$ cat src/rtl/seq_detect_param.sv
// -----------------------------------------------------------------------------
// seq_detect_param
//
// Parametrised synchronous sequence detector. Watches a stream of W-bit
// symbols and emits a one-cycle registered pulse on y_o when the last DEPTH
// accepted symbols equal the run-time programmable pattern pat_i. On a
// mismatch, progress falls back to the longest candidate suffix that is still
// a pattern prefix, so partial matches are never lost.
//
// Optional feature macro: SEQDET_COUNT_EN
//   defined   -> saturating match counter is built and drives match_cnt_o
//   undefined -> no counter logic, match_cnt_o tied to 0
//
// Parameters
//   W      symbol width in bits (>=1)
//   DEPTH  pattern length in symbols (>=2)
//   CNT_W  match counter width (>=1)
//
// Ports
//   clk_i        clock, rising edge
//   rst_ni       asynchronous active-low reset, clears all state
//   en_i         symbol valid; sym_i accepted on a rising edge when high
//   sym_i        input symbol
//   pat_i        pattern; bits [W-1:0] are the first expected symbol
//   overlap_i    1 = overlapping matches, 0 = non-overlapping
//   clr_i        synchronous clear of history, progress, y and counter
//   y_o          registered match pulse
//   progress_o   number of pattern-prefix symbols currently matched
//   match_cnt_o  saturating match count
// -----------------------------------------------------------------------------
module seq_detect_param #(
    parameter int W     = 2,
    parameter int DEPTH = 4,
    parameter int CNT_W = 8
) (
    input  logic                       clk_i,
    input  logic                       rst_ni,
    input  logic                       en_i,
    input  logic [W-1:0]               sym_i,
    input  logic [W*DEPTH-1:0]         pat_i,
    input  logic                       overlap_i,
    input  logic                       clr_i,
    output logic                       y_o,
    output logic [$clog2(DEPTH)-1:0]   progress_o,
    output logic [CNT_W-1:0]           match_cnt_o
);

    localparam int PW = $clog2(DEPTH);

    // History: index DEPTH-2 is the most recent accepted symbol, index 0 the
    // oldest. Only the newest vcnt_q entries are meaningful.
    logic [W-1:0]  hist_q [DEPTH-1];
    logic [W-1:0]  hist_d [DEPTH-1];
    logic [PW-1:0] vcnt_q, vcnt_d;
    logic [PW-1:0] prog_q, prog_d;
    logic          y_q, y_d;

    logic [W-1:0]  cand [DEPTH];     // valid history followed by sym_i
    logic [DEPTH:1] suf_ok;          // suf_ok[k]: last k candidate symbols == pat[0..k-1]
    logic          accept;
    logic          match;
    logic [PW-1:0] fallback;

    assign accept = en_i & ~clr_i;

    generate
        for (genvar gi = 0; gi < DEPTH - 1; gi++) begin : g_cand
            assign cand[gi] = hist_q[gi];
        end
    endgenerate
    assign cand[DEPTH-1] = sym_i;

    // A suffix of length k may only be considered when it lies entirely within
    // valid history plus the new symbol; stale entries are never compared.
    generate
        for (genvar gk = 1; gk <= DEPTH; gk++) begin : g_suf
            logic [gk-1:0] eq;
            for (genvar gj = 0; gj < gk; gj++) begin : g_eq
                assign eq[gj] = (cand[DEPTH-gk+gj] == pat_i[gj*W +: W]);
            end
            assign suf_ok[gk] = (&eq) && ((int'(vcnt_q) + 1) >= gk);
        end
    endgenerate

    assign match = suf_ok[DEPTH];

    // Longest proper suffix that is also a pattern prefix (ascending scan, so
    // the last hit wins).
    always_comb begin
        fallback = '0;
        for (int k = 1; k < DEPTH; k++) begin
            if (suf_ok[k]) begin
                fallback = PW'(k);
            end
        end
    end

    // Next-state logic
    always_comb begin
        hist_d = hist_q;
        vcnt_d = vcnt_q;
        prog_d = prog_q;
        y_d    = 1'b0;
        if (clr_i) begin
            vcnt_d = '0;
            prog_d = '0;
        end else if (en_i) begin
            for (int i = 0; i < DEPTH - 2; i++) begin
                hist_d[i] = hist_q[i+1];
            end
            hist_d[DEPTH-2] = sym_i;
            vcnt_d = (vcnt_q == PW'(DEPTH - 1)) ? vcnt_q : vcnt_q + 1'b1;
            y_d    = match;
            if (match && !overlap_i) begin
                // Non-overlapping: the next match needs DEPTH fresh symbols
                vcnt_d = '0;
                prog_d = '0;
            end else begin
                prog_d = fallback;
            end
        end
    end

    // State register
    always_ff @(posedge clk_i or negedge rst_ni) begin
        if (!rst_ni) begin
            for (int i = 0; i < DEPTH - 1; i++) begin
                hist_q[i] <= '0;
            end
            vcnt_q <= '0;
            prog_q <= '0;
            y_q    <= 1'b0;
        end else begin
            hist_q <= hist_d;
            vcnt_q <= vcnt_d;
            prog_q <= prog_d;
            y_q    <= y_d;
        end
    end

    // Outputs (all registered)
    assign y_o        = y_q;
    assign progress_o = prog_q;

`ifdef SEQDET_COUNT_EN
    logic [CNT_W-1:0] cnt_q, cnt_d;

    always_comb begin
        cnt_d = cnt_q;
        if (clr_i) begin
            cnt_d = '0;
        end else if (accept && match && (cnt_q != {CNT_W{1'b1}})) begin
            cnt_d = cnt_q + 1'b1;
        end
    end

    always_ff @(posedge clk_i or negedge rst_ni) begin
        if (!rst_ni) begin
            cnt_q <= '0;
        end else begin
            cnt_q <= cnt_d;
        end
    end

    assign match_cnt_o = cnt_q;
`else
    assign match_cnt_o = '0;
`endif

endmodule

$ cat config.mk
export PLATFORM = sky130hd
export DESIGN_NAME = seq_detect_param
export DESIGN_NICKNAME = d
export VERILOG_FILES = /design/src/rtl/seq_detect_param.sv
export SDC_FILE = /design/constraint.sdc
export NUM_CORES = 1
export LEC_CHECK = 0
export CAP_MARGIN = 30
export CORE_MARGIN = 1.5
export CORE_UTILIZATION = 40
export CTS_CLUSTER_SIZE = 24
export DETAILED_ROUTE_END_ITERATION = 12
export GPL_ROUTABILITY_DRIVEN = 0
export PLACE_DENSITY = 0.69
export SLEW_MARGIN = 10
export SYNTH_ARGS = -nofsm -noshare
export SYNTH_HDL_FRONTEND = slang
export SYNTH_SLANG_ARGS = --single-unit
export TNS_END_PERCENT = 20
$ cat constraint.sdc
create_clock -name clk_i -period 4.2 [get_ports clk_i]
set_input_delay 0.84 -clock clk_i [delete_from_list [all_inputs] [get_ports clk_i]]
set_output_delay 0.84 -clock clk_i [all_outputs]
set_load 0.005 [all_outputs]
After elaboration in Yosys (flattened, before gate mapping)
Cells that the tools add are included.
{"block": "classes", "add_sub_neg": 2, "muxes": 12, "eq_ne": 12, "n_bitwise": 1, "n_lt_le_gt_ge": 4, "n_reduce_logical": 12}
{"op": "$ge 32x3->1 const B", "count": 2}
{"op": "$ge 32x2->1 const B", "count": 1}
{"op": "$eq 2x2->1", "count": 10}
{"op": "$mux 2", "count": 9}
{"op": "$reduce_and 2->1", "count": 3}
{"op": "$logic_and 1x1->1", "count": 5}
{"op": "$reduce_and 4->1", "count": 1}
{"op": "$add 2x1->3 const B", "count": 1}
{"op": "$ge 3x3->1 const B", "count": 1}
{"op": "$mux 1", "count": 3}
{"op": "$ne 3x2->1 const B", "count": 1}
{"op": "$reduce_and 3->1", "count": 1}
{"op": "$add 2x1->2 const B", "count": 1}
{"op": "$eq 2x2->1 const B", "count": 1}
{"op": "$reduce_bool 2->1", "count": 1}
{"op": "$logic_not 1->1", "count": 1}
{"op": "$not 1->1", "count": 1}
{"block": "word_totals", "output_inout_bits": 11, "inputBits": 15, "elab_cells": 49, "ff_bits": 11}

Logic depth before layout (Yosys ltp)
Gate-level depths: netlist of run 1.
{"block": "logic_depth", "depth_word": 9, "mapped_depth": 6, "depth_no_buf": 6}

Worst setup path after synthesis of run 1
No wires, ideal clock.
{"block": "synth_timing", "path_type": "input to register", "startpoint": "in sym_i[0]", "endpoint": "reg vcnt_q[1]", "setup_time_ps": 79, "required_time_ps": 4121, "setup_slack_ps": 2247, "path_buffers": 1, "cell_stages": 6, "t_arrival_ps": 1873, "cell_sequence": "buf_6 > xor2_2 > nor4_2 > nand3b_1 > a21boi_2 > mux2i_1"}
{"block": "synth_between", "elab_chain_len": 7, "word_cells_on_any_way": 9, "cone_classes": "eq/ne (2); mux (3); reduce/logical (4)"}
{"element": "from (decl)", "line_no": "39", "rtl": "input logic [W-1:0] sym_i,"}
{"element": "$eq 2x2->1 *", "line_no": "79", "rtl": "assign eq[gj] = (cand[DEPTH-gk+gj] == pat_i[gj*W +: W]);"}
{"element": "$reduce_and 4->1 *", "line_no": "81", "rtl": "assign suf_ok[gk] = (&eq) && ((int'(vcnt_q) + 1) >= gk);"}
{"element": "$logic_and 1x1->1 *", "line_no": "81"}
{"element": "$logic_and 1x1->1 *", "line_no": "114", "rtl": "if (match && !overlap_i) begin"}
{"element": "$mux 2", "line_no": "114"}
{"element": "$mux 2", "line_no": "107", "rtl": "end else if (en_i) begin"}
{"element": "$mux 2", "line_no": "104", "rtl": "if (clr_i) begin"}
{"element": "to (signal assigned)", "line_no": "135", "rtl": "vcnt_q <= vcnt_d;"}
{"element": "to (decl)", "line_no": "54", "rtl": "logic [PW-1:0] vcnt_q, vcnt_d;"}
Mark *: on every way between the ends. The rest lies on a longest branch, timed or not. The select of a mux whose other input is x is not followed.
A chain may end at the register's enable or synchronous reset.

Worst setup path after layout of run 1
Same ends and word-level chain as after synthesis.

==> metrics.md, run 1 <==
| Metric | Value |
|---|---|
| Status | finished, final reports clean |
| Syn avg cell area | 10.18 µm² |
| Gr ovfl total | 0 |
| Instance count on the critical path | 6 |
| Crit Path Max Fanout | 6 |
| Vias in the first global route | 564 |
| WP data required | 4400 ps |
| WL/cell | 12.20 µm |
| Total power | 310.5 µW |
| Layout net count | 124 |
| Layout cells sized above 1 | 16.50% |
| CP cell instances | clkdlybuf4s50_1 -> xor2_2 -> nor4_2 -> nand3b_1 -> a21boi_2 -> mux2i_1 |
| Synth Instances | 88 |
| Max Cap Viol | 0 |
| Placement Rows | 16 |
| Worst path slowest cell | clkdlybuf4s50_1 |
| Max VDD drop | 0.0001686 V |
| Int Pwr | 209.9 µW |
| I/O pin count | 26 |
| CTS H-tree lvls | 1 |
| Max Freq | 0.4216 GHz |
| Area Growth Syn to Fin | 17.88% |
| First-pass GRT wire length | 2.477 mm |
| Final Critical Period | 2372 ps |
| Ys Warns | 0 |
| ANT nets after route | 0 |
| GRT Overall Usage | 13.66% |
| Delay-heaviest family, CP | buffers and inverters |
| Switching Share | 32.40% |
| Initial core utilization | 43.87% |
| Sequential Power Share | 45.6% |
| Dpl hpwl | 1.239 mm |
| Residual DRC | 0 |
| Slew @ Worst Pin | 805.2 ps |
| Die X | 50.33 µm |
| Initial antenna violation count | 0 |
| Synthesized-area fraction occupied by adder cells | 6.983% |
| Slew Limit Fails | 0 |
| CTS Sinks | 11 |
| Reg2reg path depth | 6 |
| Skew final | 0.8153 ps |
| Worst Setup Start Kind | input pin |
| Fin Setup TNS | 0 ps |
| WHS Path Cells | 2 |
| Final Cycle Share | 56.48% |
| Synth Cell Area | 895.9 µm² |
| Post-synthesis mux area share | 8.659% |
| Vias per Instance | 4.823 |
| Clk Latency, worst-skew pair | 270 ps |
| Crit-path max cell delay | 560 ps |
| Clock Tree Root | clkbuf_4 |
| Fin. Hold Viols | 0 |
| Port bufs | 17 |
| N_diodes | 0 |
| HP Class | reg -> reg |
| Static Leakage | 0.4273 nW |
| Power per Cell Area | 294.0 nW/µm² |
| XOR/XNOR share of the synthesized area | 19.27% |
| Largest net degree at the start of global routing | 12 |
| Slew HR | 46.21% |
| Largest family of logic cells by synthesized area | XOR/XNOR gates |
| Hold Buf Count CTS | 0 |
| Yosys cell types | 31 |
| Yosys reg bits | 11 |
| Drt first-iter violations | 11 |
| Worst Setup End Kind | flop |
| Worst Path Buf+Inv | 1 |
| TritonRoute pass-1 iters | 4 |
| Clock slew at reported path FFs | 70 ps |
| Die Y | 50.33 µm |
| Crit path arrival time | 2570 ps |
| RSZ-0062 raised after global routing | false |
| Compound-Gate Fraction of Synth Area | 7.263% |
| Postcts setup bufs | 0 |
| TritonCTS Buffers | 3 |
| Post-cts resize count | 0 |
| Setup violations, final | 0 |
| Setup CP Type | in -> reg |
| Combinational fraction of design power | 30.0% |
| Final WL | 1.586 mm |
| NetSw | 100.6 µW |
| Simple-gate portion of the synthesized area | 15.08% |
| Die ar. | 2533 µm² |
| Clock Power Share | 24.5% |
| DR vias | 627 |
| Sequential area share after synthesis | 30.73% |
| Core area | 2042 µm² |
| Clock Tree Buf Depth | 2 |
| CTS tree | done |
[metal layers]
| layer | up-vias | GRT usage (%) | wire, µm |
|---|---|---|---|
| met5 | - | 0 | 0 |
| met4 | 0 | 8.108 | 40 |
| met3 | 5 | 3.571 | 127 |
| met2 | 28 | 20.39 | 695 |
| met1 | 289 | 17.59 | 723 |
| li1 | 305 | - | - |
[final timing paths]
kind | startpoint | slack (ps) | to
max | sym_i[0] | 1830 | vcnt_q[1]$_DFFE_PN0P_
min | progress_o[0]$_DFFE_PN0P_ | 490 | progress_o[0]$_DFFE_PN0P_
max reg2reg | vcnt_q[0]$_DFFE_PN0P_ | 2500 | progress_o[0]$_DFFE_PN0P_
min reg2reg | progress_o[0]$_DFFE_PN0P_ | 490 | progress_o[0]$_DFFE_PN0P_
max in group asynchronous | rst_ni | 2950 | vcnt_q[1]$_DFFE_PN0P_
min in group asynchronous | rst_ni | 900 | progress_o[1]$_DFFE_PN0P_
[registers in the layout, indices dropped and copies added (netlist names)]
register and count:
vcnt_q 2, cand 6, progress_o 2, y_o 1
[worst min-delay path, cell delays in order (launching register included)]
cell and delay (ps):
dfrtp_1 340, nand2_1 50, o21ai_0 60
[stage by stage]
step           hold slack (ps)  utilization (%)  cells  setup slack (ps)  cell area, µm²
3_5_place_dp             476.5            50.43    126              1519            1030
6_report                 488.6            51.72    130              1828            1056
2_1_floorplan            473.3                -     95              2247           922.1
5_1_grt                  560.9            51.72    130              1702            1056
4_1_cts                  493.5            51.72    130              1807            1056
3_3_place_gp             466.9            50.43    126              1547            1030
[cell usage after synthesis, drive strengths merged]
cell type / instances / area (µm²)
nand2b: 3 / 18.77
inv: 2 / 7.510
nand2: 6 / 22.52
ha: 5 / 62.56
clkbuf: 2 / 8.750
dfrtp: 11 / 275.3
xnor2: 8 / 70.07
a2111oi: 1 / 15.01
a21boi: 1 / 11.26
or2: 1 / 6.260
nor2: 4 / 15.01
a31oi: 2 / 12.51
nand3b: 1 / 7.510
buf: 11 / 87.58
nand4b: 1 / 8.760
xor2: 10 / 102.6
mux2i: 1 / 10.01
nand3: 2 / 10.01
nor3: 1 / 5.000
o31ai: 1 / 7.510
mux2: 6 / 67.56
a311oi: 1 / 8.760
conb: 1 / 3.750
and4: 1 / 10.01
o21ai: 2 / 10.01
nor2b: 1 / 6.260
nor4: 2 / 25.02
[logic make-up after synthesis]
group | after synthesis
and+or+nand+nor | 23
xor gates and xnor gates | 18
buffers and inverters | 15
DFF | 11
AOI/OAI and AO/OA | 8
muxes | 7
adders and majority gates | 5
other | 1
[power by group through the flow]
stage / registers (mW) / logic, mW / clock network (mW)
after floorplan: 0.137 / 0.0773 / 0
after global placement: 0.143 / 0.0921 / 0
after detailed placement: 0.143 / 0.0938 / 0
after CTS: 0.142 / 0.0942 / 0.0784
after global routing: 0.145 / 0.103 / 0.0838
final: 0.142 / 0.0931 / 0.0759
[layout make-up]
cell class | count | area [µm²]
Tap cell | 27 | 33.78
Sequential cell | 11 | 275.3
Multi-Input combinational cell | 69 | 543.0
Timing Repair Buffer | 17 | 170.2
Inverter | 2 | 7.507
Clock buffer | 4 | 26.28
Fill cell | 207 | 985.9
[cells in the final DEF, fill, tap and decap left out, drive strengths merged]
cell type	netlist	routed
nor2	4	4
dfrtp	11	11
conb	1	8
o31ai	1	1
and4	1	1
mux2i	1	1
nand4b	1	1
a311oi	1	1
nor4	2	2
xor2	10	10
a21boi	1	1
a31oi	2	2
nand2	6	6
ha	5	5
xnor2	8	8
nand2b	3	3
o21ai	2	2
a2111oi	1	1
nand3	2	2
nand3b	1	1
or2	1	1
clkbuf	2	4
clkdlybuf4s50	0	17
mux2	6	6
nor2b	1	1
inv	2	2
nor3	1	1
No activity file was read; power rests on OpenSTA's default activity.
==> run 2: changes to the inputs <==
- clock period: 4.2 -> 2.3 ns (I/O delays scaled with it)
==> run 2 against run 1 <==
Via count decreased by 0.32%. Sequential share of layout area shrank 0.18 points. Utilization grew 0.37 points. Final cell count grew 0.77%. Wire length is 1.2% higher. Clock-buffer cell count stayed put. Highest routed layer unchanged.
==> metrics.md, run 2 (synthesis gave the netlist of run 1 again) <==
| Metric | Value |
|---|---|
| Status | finished, final reports clean (unchanged) |
| TritonCTS Buffers | 3 (unchanged) |
| Commonest cells after routing, fill and taps aside | clkdlybuf4s50_1 (17), dfrtp_1 (11), xor2_1 (8), xnor2_1 (8), conb_1 (8) (unchanged) |
| Clk Latency, worst-skew pair | 270 ps (about the same) |
| Max VDD drop | 0.0002969 V (was 0.0001686 V) |
| CTS H-tree lvls | 1 (unchanged) |
| Setup violations, final | 0 (unchanged) |
| Postcts setup bufs | 0 (unchanged) |
| Max Freq | 0.4882 GHz |
| Crit path arrival time | 2240 ps (was 2570 ps) |
| Vias per Instance | 4.771 (was 4.823) |
| Final WL | 1.605 mm (was 1.586 mm) |
| Layout net count | 125 (was 124) |
| Initial core utilization | 43.87% (unchanged) |
| Die ar. | 2533 µm² (unchanged) |
| Initial antenna violation count | 0 (unchanged) |
| DP Worst Slack | -15.78 ps (was 1519 ps) |
| Fin. Hold Viols | 0 (unchanged) |
| Area Growth Syn to Fin | 18.72% (was 17.88%) |
| Post-cts resize count | 0 (unchanged) |
| Worst Setup End Kind | flop (unchanged) |
| TritonRoute pass-1 iters | 4 (unchanged) |
| ANT nets after route | 0 (unchanged) |
| Clock Tree Root | clkbuf_4 (unchanged) |
| WHS Path Cells | 2 (unchanged) |
| HP Class | reg -> reg (unchanged) |
| N_diodes | 0 (unchanged) |
| Worst Setup Start Kind | input pin (unchanged) |
| WP data required | 2490 ps (was 4400 ps) |
| Gr ovfl total | 0 (unchanged) |
| Dpl hpwl | 1.279 mm (was 1.239 mm) |
| Most common cell after layout, fill and taps aside | clkdlybuf4s50_1 (unchanged) |
| Setup CP Type | in -> reg (unchanged) |
| Slew Limit Fails | 0 (unchanged) |
| Reg2reg path depth | 5 (was 6) |
| Finished Core Util | 52.08% (was 51.72%) |
| Layout cells sized above 1 | 17.31% (was 16.50%) |
| Largest net degree at the start of global routing | 12 (unchanged) |
| GRT Overall Usage | 14.28% (was 13.66%) |
| Placement Rows | 16 (unchanged) |
| Slew HR | 65.24% (was 46.21%) |
| Skew final | 3.613 ps (was 0.8153 ps) |
| DR vias | 625 (was 627) |
| Clock slew at reported path FFs | 70 ps (about the same) |
| Vias in the first global route | 568 (was 564) |
| Worst setup margin | 251.7 ps (was 1828 ps) |
| Fin Setup TNS | 0 ps (unchanged) |
| Crit Path Max Fanout | 6 (unchanged) |
| Clock Tree Buf Depth | 2 (unchanged) |
| I/O pin count | 26 (unchanged) |
| Die X | 50.33 µm (unchanged) |
| Final Cycle Share | 89.06% |
| Port bufs | 17 (unchanged) |
| WL/cell | 12.25 µm (was 12.20 µm) |
| First-pass GRT wire length | 2.628 mm (was 2.477 mm) |
| Max FFs per register | 6 (unchanged) |
| Static Leakage | 0.4324 nW (was 0.4273 nW) |
| Hold Buf Count CTS | 0 (unchanged) |
| Final Critical Period | 2048 ps |
| Slew @ Worst Pin | 519.7 ps (was 805.2 ps) |
| Core area | 2042 µm² (unchanged) |
| Max Cap Viol | 0 (unchanged) |
| CTS Sinks | 11 (unchanged) |
| CTS tree | done (unchanged) |
| Drt first-iter violations | 9 (was 11) |
| RSZ-0062 raised after global routing | false (unchanged) |
| Die Y | 50.33 µm (unchanged) |
| Residual DRC | 0 (unchanged) |
| Power per Cell Area | 530.8 nW/µm² (was 294.0 nW/µm²) |
[run 2: changes by cell type in the layout (fill, tap and decap cells not counted)]
| cell | change |
|---|---|
| buf_4 | +1 |
[run 2: area by class of cell]
cell class,count,area [µm²]
clock buffers,4,26.28
fillers,211,978.4
inverters,2,7.507
multi-input cells,69,543.0
flip-flops and latches,11,275.3
well taps,27,33.78
repair buffers,18,177.7
[run 2: stage by stage]
step           hold slack (ps)  power [mW]  instance area, µm²  instances
6_report                 487.6      0.5645                1064        131
5_1_grt                  531.0      0.6086                1064        131
4_1_cts                  489.5      0.5710                1064        131
3_5_place_dp             473.5      0.4345                1037        127
3_3_place_gp             467.8      0.4308                1037        127
2_1_floorplan            164.4      0.3911               922.1         95
[run 2: path summary, 6_finish.rpt]
kind / slack (ps) / from / end
worst max-delay path: 250 / sym_i[0] / vcnt_q[1]$_DFFE_PN0P_
max in group asynchronous: 1420 / rst_ni / vcnt_q[1]$_DFFE_PN0P_
worst min register to register: 490 / progress_o[0]$_DFFE_PN0P_ / progress_o[0]$_DFFE_PN0P_
min in group asynchronous: 530 / rst_ni / cand[2]$_DFFE_PN0P_
worst min-delay path: 490 / progress_o[0]$_DFFE_PN0P_ / progress_o[0]$_DFFE_PN0P_
worst max register to register: 610 / cand[2]$_DFFE_PN0P_ / vcnt_q[1]$_DFFE_PN0P_
[run 2: critical path: stages]
cell and delay (ps):
clkdlybuf4s50_1 580, xor2_2 220, nor4_2 420, nand3b_1 150
a21boi_2 200, mux2i_1 200
[run 2: report_power, final]
| part | switching [mW] | leakage [nW] | internal, mW |
|---|---|---|---|
| logic | 0.0775 | 0.278 | 0.0944 |
| clock network | 0.0682 | 0.0150 | 0.0672 |
| registers | 0.0345 | 0.139 | 0.223 |
| total | 0.180 | 0.432 | 0.384 |
[run 2: layer usage]
metal / GRT usage [%] / routed length, µm
met1: 18.16 / 740
met2: 22.15 / 735
met3: 3.274 / 87
met4: 8.108 / 42
met5: 0 / 0
==> run 3: changes to the inputs <==
- CORE_MARGIN: 1.5 -> 1
- CTS_CLUSTER_SIZE: 24 -> 12
==> run 3 against run 2 <==
Worst hold slack worse by 4.3 ps. Final cell count grew 0.76%. Sequential power about the same. Worst setup slack better by 150 ps. Sequential cell count unchanged. Fmax is 7.9% higher. Via count is 1.3% higher. Critical path type unchanged. Total power rose by 0.28%. Register-to-register slack better by 30 ps. Critical path depth stayed put. Highest routed layer unchanged. Clock skew increased by 2.3 ps. Cell area up 0.71%.
==> metrics.md, run 3 (synthesis gave the netlist of run 1 again) <==
| Metric | Value |
|---|---|
| First-pass GRT wire length | 2.704 mm (was 2.628 mm) |
| Fin Setup TNS | 0 ps (unchanged) |
| Slew Limit Fails | 0 (unchanged) |
| Area Growth Syn to Fin | 19.55% (was 18.72%) |
| N_diodes | 0 (unchanged) |
| Commonest cells after routing, fill and taps aside | clkdlybuf4s50_1 (17), dfrtp_1 (11), xor2_1 (8), xnor2_1 (8), conb_1 (8) (unchanged) |
| Initial antenna violation count | 0 (unchanged) |
| Drt first-iter violations | 5 (was 9) |
| Max FFs per register | 6 (unchanged) |
| Core area | 2042 µm² (unchanged) |
| Worst Path Buf+Inv | 1 (unchanged) |
| Vias in the first global route | 583 (was 568) |
| Port bufs | 17 (unchanged) |
| RSZ-0062 raised after global routing | false (unchanged) |
| Crit path arrival time | 2110 ps (was 2240 ps) |
| Hold Path End | progress_o[0]$_DFFE_PN0P_ (unchanged) |
| Crit-path max cell delay | 530 ps (was 580 ps) |
| Worst setup margin | 401.4 ps (was 251.7 ps) |
| Setup violations, final | 0 (unchanged) |
| Most common cell after layout, fill and taps aside | clkdlybuf4s50_1 (unchanged) |
| Hold Buf Count CTS | 0 (unchanged) |
| CTS tree | done (unchanged) |
| FF-to-FF End | progress_o[0]$_DFFE_PN0P_ (was vcnt_q[1]$_DFFE_PN0P_) |
| Clk Latency, worst-skew pair | 280 ps (was 270 ps) |
| Final instance area | 1071 µm² (was 1064 µm²) |
| Clock Tree Buf Depth | 2 (unchanged) |
| Final Cycle Share | 82.55% (was 89.06%) |
| Residual DRC | 0 (unchanged) |
| Finished Core Util | 52.45% (was 52.08%) |
| Die Y | 49.33 µm (was 50.33 µm) |
| Skew final | 5.907 ps (was 3.613 ps) |
| Worst Setup End Kind | flop (unchanged) |
| Initial core utilization | 43.87% (unchanged) |
| Max Cap Viol | 0 (unchanged) |
| Crit Path Max Fanout | 5 (was 6) |
| WP data required | 2510 ps (was 2490 ps) |
| Placement Rows | 16 (unchanged) |
| Die X | 49.33 µm (was 50.33 µm) |
| Slew @ Worst Pin | 531.4 ps (was 519.7 ps) |
| Post-cts resize count | 0 (unchanged) |
| R2r setup slk | 640 ps (was 610 ps) |
| Gr ovfl total | 0 (unchanged) |
| Post-placement cell count | 128 (was 127) |
| Max Freq | 0.5267 GHz (was 0.4882 GHz) |
| Vias per Instance | 4.795 (was 4.771) |
| Layout cells sized above 1 | 18.10% (was 17.31%) |
| Switching Share | 31.90% (about the same) |
| Total power | 566.1 µW (was 564.5 µW) |
| Die ar. | 2433 µm² (was 2533 µm²) |
| Min Hold Slack | 483.3 ps (was 487.6 ps) |
| Max VDD drop | 0.0004024 V (was 0.0002969 V) |
| Clock slew at reported path FFs | 70 ps (about the same) |
| Fin. Hold Viols | 0 (unchanged) |
| Reg2reg start | vcnt_q[0]$_DFFE_PN0P_ (was cand[2]$_DFFE_PN0P_) |
| Clock Power Share | 24.4% (was 24.0%) |
| WL/cell | 11.97 µm (was 12.25 µm) |
| Status | finished, final reports clean (unchanged) |
| Combinational fraction of design power | 30.2% (was 30.4%) |
| DP Worst Slack | 94.98 ps (was -15.78 ps) |
| TritonRoute pass-1 iters | 4 (unchanged) |
| Delay-heaviest family, CP | buffers and inverters (unchanged) |
| Static Leakage | 0.4372 nW (was 0.4324 nW) |
| Clock Tree Root | clkbuf_4 (unchanged) |
| Finished Layout Cells | 132 (was 131) |
| I/O pin count | 26 (unchanged) |
| WHS Path Cells | 2 (unchanged) |
| CP cell instances | clkdlybuf4s50_1 -> xor2_1 -> nor4_2 -> nand3b_1 -> a21boi_2 -> mux2i_1 (was clkdlybuf4s50_1 -> xor2_2 -> nor4_2 -> nand3b_1 -> a21boi_2 -> mux2i_1) |
| Worst Setup Start Kind | input pin (unchanged) |
| Slew HR | 64.46% (was 65.24%) |
| Int Pwr | 385.5 µW (was 384.4 µW) |
| TritonCTS Buffers | 3 (unchanged) |
| Sequential Power Share | 45.4% (was 45.6%) |
| Reg2reg path depth | 6 (was 5) |
| Power per Cell Area | 528.6 nW/µm² (was 530.8 nW/µm²) |
| HP Class | reg -> reg (unchanged) |
| Largest net degree at the start of global routing | 12 (unchanged) |
| Final WL | 1.580 mm (was 1.605 mm) |
| Setup CP Type | in -> reg (unchanged) |
| DR vias | 633 (was 625) |
| NetSw | 180.6 µW (was 180.1 µW) |
| Final Critical Period | 1899 ps (was 2048 ps) |
| Hold path startpoint | progress_o[0]$_DFFE_PN0P_ (unchanged) |
| CTS H-tree lvls | 1 (unchanged) |
| Placed Instance Area | 1045 µm² (was 1037 µm²) |
| Postcts setup bufs | 0 (unchanged) |
| CTS Sinks | 11 (unchanged) |
| GRT Overall Usage | 15.24% (was 14.28%) |
| Worst path slowest cell | clkdlybuf4s50_1 (unchanged) |
| ANT nets after route | 0 (unchanged) |
| Layout net count | 126 (was 125) |
| Filler instances | 207 (was 211) |
==> run 3: changes by cell type in the layout (fill, tap and decap cells not counted), sizes merged <==
cell and change:
buf +1
==> run 3: power by group through the flow <==
| stage | clock (mW) | combinational [mW] | sequential (mW) |
|---|---|---|---|
| 2_1_floorplan | 0 | 0.141 | 0.250 |
| 3_3_place_gp | 0 | 0.171 | 0.260 |
| 3_5_place_dp | 0 | 0.173 | 0.261 |
| 4_1_cts | 0.147 | 0.174 | 0.257 |
| 5_1_grt | 0.155 | 0.192 | 0.262 |
| 6_report | 0.138 | 0.171 | 0.257 |
==> run 3: how the worst max path moves through the flow <==
stage,end,depth (start not counted),startpoint
after detailed placement,vcnt_q[1]$_DFFE_PN0P_,6,sym_i[0]
after floorplan,vcnt_q[1]$_DFFE_PN0P_,6,sym_i[0]
final,vcnt_q[1]$_DFFE_PN0P_,6,pat_i[0]
after global routing,vcnt_q[1]$_DFFE_PN0P_,6,sym_i[0]
after CTS,vcnt_q[1]$_DFFE_PN0P_,6,sym_i[0]
after global placement,vcnt_q[1]$_DFFE_PN0P_,6,sym_i[0]
==> run 3: area by class of cell <==
class	count	area, µm²	share of cell area, %
clock buffer	4	26.28	2.453
tap	27	33.78	3.154
sequential	11	275.3	25.70
inverter	2	7.507	0.7009
timing repair buffer	19	185.2	17.29
multi-input combinational	69	543.0	50.70
==> run 3: worst reg2reg max path, stage by stage (launching register included) <==
cell	delay, ps
dfrtp_1	410
inv_1	110
ha_1	210
nor3_1	330
a31oi_1	140
a311oi_1	260
o21ai_0	100
==> run 3: per-layer routing <==
metal	wire, µm	GRT usage, %	vias up
li1	-	-	308
met1	722	18.32	302
met2	741	24.20	18
met3	86	4.984	5
met4	30	7.353	0
met5	0	0	-
